$ cat src/rtl/mem_arb_pkg.sv
// Shared types for the memory arbiter: FSM states, grant owner and lane count.
package mem_arb_pkg;

   localparam int unsigned LANES = 4;

   typedef enum logic [1:0] {
      IDLE,
      ISSUE,
      RESP,
      RMW_MERGE
   } state_t;

   typedef enum logic {
      GRANT_IF,
      GRANT_D
   } grant_t;

endpackage

$ cat src/rtl/mem_byte_merge.sv
// Per-lane merge of new store data over the old memory word (combinational).
module mem_byte_merge
   import mem_arb_pkg::*;
(
   input  logic [LANES*8-1:0] old_word,
   input  logic [LANES*8-1:0] new_word,
   input  logic [LANES-1:0]   be,
   output logic [LANES*8-1:0] merged
);

   always_comb begin
      merged = old_word;
      for (int k = 0; k < int'(LANES); k++) begin
         if (be[k]) merged[8*k +: 8] = new_word[8*k +: 8];
      end
   end

endmodule

$ cat src/rtl/mem_arbiter.sv
// Round-robin arbiter sharing one single-cycle-read BRAM between instruction
// fetch and the load/store port; sub-word stores become read-modify-write.
module mem_arbiter
   import mem_arb_pkg::*;
#(
   parameter int unsigned WORDS      = 10,
   parameter int unsigned DATA_WIDTH = 32
) (
   input  logic                  clk_i,
   input  logic                  reset_i,
   input  logic                  if_req_i,
   input  logic [WORDS+1:0]      if_addr_i,
   output logic                  if_ack_o,
   output logic [DATA_WIDTH-1:0] if_rdata_o,
   input  logic                  d_req_i,
   input  logic                  d_we_i,
   input  logic [LANES-1:0]      d_be_i,
   input  logic [WORDS+1:0]      d_addr_i,
   input  logic [DATA_WIDTH-1:0] d_wdata_i,
   output logic                  d_ack_o,
   output logic [DATA_WIDTH-1:0] d_rdata_o,
   output logic [WORDS-1:0]      mem_addr_o,
   output logic [DATA_WIDTH-1:0] mem_data_o,
   output logic                  mem_wr_n_o,
   output logic                  mem_rd_n_o,
   input  logic [DATA_WIDTH-1:0] mem_data_i
);

   state_t                state;
   grant_t                grant;
   grant_t                last_grant;
   logic                  we;
   logic [LANES-1:0]      be;
   logic [DATA_WIDTH-1:0] wdata;
   logic [DATA_WIDTH-1:0] if_rdata;
   logic [DATA_WIDTH-1:0] d_rdata;
   logic [DATA_WIDTH-1:0] merged;
   logic                  partial;
   logic                  pick_if;
   logic                  unused_addr_lsbs;

   assign unused_addr_lsbs = ^{if_addr_i[1:0], d_addr_i[1:0]};

   assign partial = we && (be != '0) && (be != '1);
   // Fetch wins if alone, or on a tie when data was served last.
   assign pick_if = if_req_i && (!d_req_i || (last_grant == GRANT_D));

   mem_byte_merge u_merge (
      .old_word (mem_data_i),
      .new_word (wdata),
      .be       (be),
      .merged   (merged)
   );

   always_ff @(posedge clk_i or posedge reset_i) begin
      if (reset_i) begin
         state      <= IDLE;
         grant      <= GRANT_IF;
         last_grant <= GRANT_D;
         we         <= 1'b0;
         be         <= '0;
         wdata      <= '0;
         if_ack_o   <= 1'b0;
         d_ack_o    <= 1'b0;
         if_rdata   <= '0;
         d_rdata    <= '0;
         mem_addr_o <= '0;
         mem_data_o <= '0;
         mem_wr_n_o <= 1'b1;
         mem_rd_n_o <= 1'b1;
      end else begin
         if_ack_o   <= 1'b0;
         d_ack_o    <= 1'b0;
         mem_wr_n_o <= 1'b1;
         mem_rd_n_o <= 1'b1;
         case (state)
            IDLE: begin
               if (pick_if) begin
                  grant      <= GRANT_IF;
                  we         <= 1'b0;
                  be         <= '0;
                  mem_addr_o <= if_addr_i[WORDS+1:2];
                  mem_rd_n_o <= 1'b0;
                  state      <= ISSUE;
               end else if (d_req_i) begin
                  grant      <= GRANT_D;
                  we         <= d_we_i;
                  be         <= d_be_i;
                  wdata      <= d_wdata_i;
                  mem_addr_o <= d_addr_i[WORDS+1:2];
                  // Full stores write directly; partial ones read the old word first.
                  if (!d_we_i || (d_be_i != '1 && d_be_i != '0)) begin
                     mem_rd_n_o <= 1'b0;
                  end else if (d_be_i == '1) begin
                     mem_wr_n_o <= 1'b0;
                     mem_data_o <= d_wdata_i;
                  end
                  state <= ISSUE;
               end
            end
            ISSUE: begin
               if (partial) begin
                  state <= RMW_MERGE;
               end else begin
                  if_ack_o <= (grant == GRANT_IF);
                  d_ack_o  <= (grant == GRANT_D);
                  state    <= RESP;
               end
            end
            RMW_MERGE: begin
               mem_data_o <= merged;
               mem_wr_n_o <= 1'b0;
               d_ack_o    <= 1'b1;
               state      <= RESP;
            end
            RESP: begin
               if (grant == GRANT_IF) if_rdata <= mem_data_i;
               else if (!we)          d_rdata  <= mem_data_i;
               last_grant <= grant;
               state      <= IDLE;
            end
            default: state <= IDLE;
         endcase
      end
   end

   // Memory data is only valid during RESP, so the ack cycle bypasses the holding register.
   assign if_rdata_o = if_ack_o ? mem_data_i : if_rdata;
   assign d_rdata_o  = (d_ack_o && !we) ? mem_data_i : d_rdata;

endmodule

$ cat config.mk
export PLATFORM = sky130hd
export DESIGN_NAME = mem_arbiter
export DESIGN_NICKNAME = d
export VERILOG_FILES = /design/src/rtl/mem_arb_pkg.sv /design/src/rtl/mem_byte_merge.sv /design/src/rtl/mem_arbiter.sv
export SDC_FILE = /design/constraint.sdc
export NUM_CORES = 1
export LEC_CHECK = 0
export BUFFER_PORTS_ARGS = -buffer_cell sky130_fd_sc_hd__buf_4
export CORE_ASPECT_RATIO = 0.6
export CORE_UTILIZATION = 40
export CTS_CLUSTER_SIZE = 10
export DETAILED_ROUTE_END_ITERATION = 12
export GPL_TIMING_DRIVEN = 0
export PLACE_DENSITY = 0.74
export SYNTH_ARGS = -nofsm -noshare
export SYNTH_HDL_FRONTEND = slang
export SYNTH_SLANG_ARGS = --single-unit
$ cat constraint.sdc
create_clock -name clk_i -period 13.8 [get_ports clk_i]
set_input_delay 3.45 -clock clk_i [delete_from_list [all_inputs] [get_ports clk_i]]
set_output_delay 3.45 -clock clk_i [all_outputs]
set_load 0.02 [all_outputs]
==> results.txt <==
The uppermost signal routing layer after detailed routing is met4. Setup repair after global routing left no endpoint under its margin. The post-detailed-route via-to-cell ratio is about 5. The count of final max-slew check failures is 0. The share of the core filled with cells in the final layout came out at 56.44%. The floorplan die area came out at about 0.018 mm2. The mean routed wirelength per cell is 18.23 um.

Leaving out fill and tap cells, the most frequent cell in the layout is sky130_fd_sc_hd__buf_4. TritonCTS built the clock tree. Summed over all layers, the routed wires come to ~19,000 um.

The data arrival time of the worst path came out at 4.03 ns. The number of top-level pins came out at 207. In the synthesized netlist the async set-or-reset flop fraction comes to 100.0%. For this design, the sink count on the clock tree is ~150. In this run the critical register-to-register path is launched from state[0]$_DFFE_PP0P_. Compared with the post-synthesis result, the final layout area differs by 34.94%. The flow ran to the end, and the final reports show no timing, DRC or antenna violations. The number of buffers added to fix hold violations after cts came out at 0. The final layout net count came out at 896. The worst min-delay path category is register to register. In the finished design, the share of the clock period the worst path needs comes to a little over half. The number of non-filler instances in the completed layout is roughly 1,000.

The highest-delay cell along the critical path is sky130_fd_sc_hd__mux2_2. The standard cell core area came out at around 0.017 mm2. Counting flops with a built-in enable in the synthesized netlist gives 0.

After technology mapping, the gate count stands at between 500 and 600. The number of vias in the routed layout is roughly 5,200. Setup violations remaining at the end of the flow were counted as 0. The library cells used most frequently in the layout, excluding fill and tap cells, are sky130_fd_sc_hd__buf_4 (202), sky130_fd_sc_hd__dfrtp_1 (148), sky130_fd_sc_hd__mux2_2 (129). The number of buffers added for setup after CTS came out at 0. The clock buffer count from CTS is 17.

The pre-antenna-repair detailed-routing pass consisted of 4 iterations. The hold-critical path endpoint is wdata[1]$_DFFE_PP0P_. The sequential cell area fraction in the yosys report is 54.56%.

The aggregate global-route resource usage came out at between 20 and 25%. The wire length on met3 is between 1500 and 2000 um. In this run, post-CTS repair resized a total of 0 instances. The setup slack of the worst register-to-register path is 11.27 ns. The number of diodes added for antenna fixing is 0. No sink is reached through more buffers than the 2 on the longest clock path. Walking the worst path, the cells encountered are buf_4 -> mux2_2 -> buf_4. STA classifies the critical path startpoint as a primary input. The destination of the worst register-to-register timing path is d_rdata[29]$_DFFE_PP0P_.

The clock period minus worst slack came out at between 7 and 8 ns. The number of violations reported at the end of detailed-routing iteration 0 is between 200 and 300. The final hold violation count is 0.

The floorplan die height came out at slightly above 100 um. The worst-path maximum fanout is 5. The wire length on met1 is around 9300 um. The initial core utilization is a little over two fifths. Counting distinct cell types in the post-synthesis netlist gives 26.

The wire length of the first global-routing pass came out at approximately 29,000 um. The share of final-layout standard cells stronger than drive strength 1 is 46.31%. The start point of the worst hold path is wdata[1]$_DFFE_PP0P_.

The setup skew after layout came out at roughly 0.012 ns. The transition time of the tightest slew-check pin is 1.081 ns. The critical path in this run is classified as primary input to primary output.

The synthesized net count is 674. The pin count of the biggest net entering global routing came out at 97. The initial antenna violation count is 0. The cell area after placement is 0.008767 mm2.

The number of design rule violations left after detail routing is 0. In the synthesized netlist the dominant register cell turns out to be sky130_fd_sc_hd__dfrtp_1. The power density over cell area is 263.4 mW/mm2. The post-synthesis average cell area is between 10 and 15 um2. The half-perimeter wire length of the detailed placement result is between 10,000 and 15,000 um. The synthesized netlist occupies a cell area of 0.006933 mm2.

The Yosys warning count came out at 0. The cell type with the highest occurrence count on the critical path is sky130_fd_sc_hd__buf_4. The largest stage delay on the critical path is about 0.28 ns. The wire length on met2 is between 7000 and 8000 um. The number of cells on the worst reg-to-reg path came out at 4.

The clock transition at the registers of the reported paths is approximately 0.06 ns. The congestion estimate from routability-driven global placement came to a little under 0.8. The total number of placement rows is 36. The horizontal die dimension is around 170 um. The final worst hold slack came out at 0.4699 ns.

The count of antenna-violating nets left after detailed routing is 0. The highest achievable clock rate is ~0.13 GHz. Summed over all failing endpoints, the final setup total negative slack is 0 ns.

The static power due to leakage came out at between 4 and 5 nW. The worst setup path is captured at a primary output. The flip-flop and latch count after synthesis came out at around 150.

After detailed placement, the design holds a cell count of approximately 1,000. The count of buffers inserted at the top-level ports came out at ~200. The number of cells traversed by the worst hold path came out at 2. The final global-route overflow total is 0. The worst supply voltage drop on vdd is ~0.11 mV. The relative slew slack came out at between 20% and 30%. The count of H-tree levels built during CTS came out at 4.

The post-layout instance area is around 0.0094 mm2. Data on the critical path is required at its endpoint by between 10 and 15 ns. The via count of the first global-routing pass came to 5,164. Max-cap violations in this run came to 0. The clock reaches the later pin of the worst-skew pair after around 0.42 ns. The clock tree root buffer cell is sky130_fd_sc_hd__clkbuf_16.
## state kept, by name (all words and copies together) (netlist names), 2 cells and up
signal,count
wdata,32
mem_data_o,32
if_rdata,32
state,2
mem_addr_o,10
d_rdata,32
be,4
## report_power, final
| part | switching [mW] | internal [mW] |
|---|---|---|
| combinational | 0.624 | 0.586 |
| clock | 0.192 | 0.274 |
| sequential | 0.123 | 0.665 |
| total | 0.939 | 1.52 |
## critical path, delay by kind of cell
kind                   cells  cell delay, ns
buffers and inverters      2            0.30
muxes                      1            0.28
## kinds of logic after synthesis
family	count (synthesis)	share of synthesized area (%)
mux	171	27.02
simple gates	159	9.114
flops	151	54.56
compound gates	55	6.966
buf+inv	41	2.346
## layout make-up
cell class	instances	area, um2
plain buffers	38	151.4
clock buffers	20	446.7
clock inverters	12	141.4
fillers	1477	7221
inverters	3	16.27
multi-input cells	385	2988
flip-flops and latches	151	3782
well taps	228	285.3
repair buffers	203	1544
## routing by layer
metal	vias up	GRT usage, %
li1	2488	-
met5	-	0
met3	6	7.610
met2	174	30.76
met1	2557	32.12
met4	0	3.982
## worst max path at each step
| stage | startpoint | slack [ns] | endpoint |
|---|---|---|---|
| floorplan | reset_i | 6.29 | be[0]$_DFFE_PP0P_ |
| global placement | reset_i | 4.43 | if_rdata[18]$_DFFE_PP0P_ |
| detailed placement | mem_data_i[29] | 6.32 | d_rdata_o[29] |
| CTS | mem_data_i[29] | 6.32 | d_rdata_o[29] |
| global route | mem_data_i[29] | 6.31 | d_rdata_o[29] |
| finish | mem_data_i[29] | 6.32 | d_rdata_o[29] |
## cell usage after synthesis, types with 2 or more instances
master / number / area [um2]
sky130_fd_sc_hd__nor2_1: 34 / 127.6
sky130_fd_sc_hd__nor3b_1: 2 / 15.01
sky130_fd_sc_hd__inv_1: 3 / 11.26
sky130_fd_sc_hd__a22o_1: 4 / 35.03
sky130_fd_sc_hd__o21ai_0: 13 / 65.06
sky130_fd_sc_hd__dfstp_2: 3 / 78.83
sky130_fd_sc_hd__buf_1: 6 / 22.52
sky130_fd_sc_hd__nand4_1: 2 / 12.51
sky130_fd_sc_hd__nand2b_1: 2 / 12.51
sky130_fd_sc_hd__a221o_1: 32 / 320.3
sky130_fd_sc_hd__clkbuf_1: 25 / 93.84
sky130_fd_sc_hd__nand2_1: 113 / 424.2
sky130_fd_sc_hd__or4_1: 2 / 15.01
sky130_fd_sc_hd__buf_2: 7 / 35.03
sky130_fd_sc_hd__mux2_2: 129 / 1453
sky130_fd_sc_hd__nand3_1: 2 / 10.01
sky130_fd_sc_hd__mux2i_1: 42 / 420.4
sky130_fd_sc_hd__dfrtp_1: 148 / 3704
## through the flow
stage / total power [mW] / worst slack [ns]
floorplan: 1.543 / 6.290
detailed placement: 2.012 / 6.324
CTS: 2.488 / 6.321
finish: 2.464 / 6.319
global placement: 1.992 / 4.433
global route: 2.614 / 6.306
Note: power is estimated with default switching activity, not from simulation.
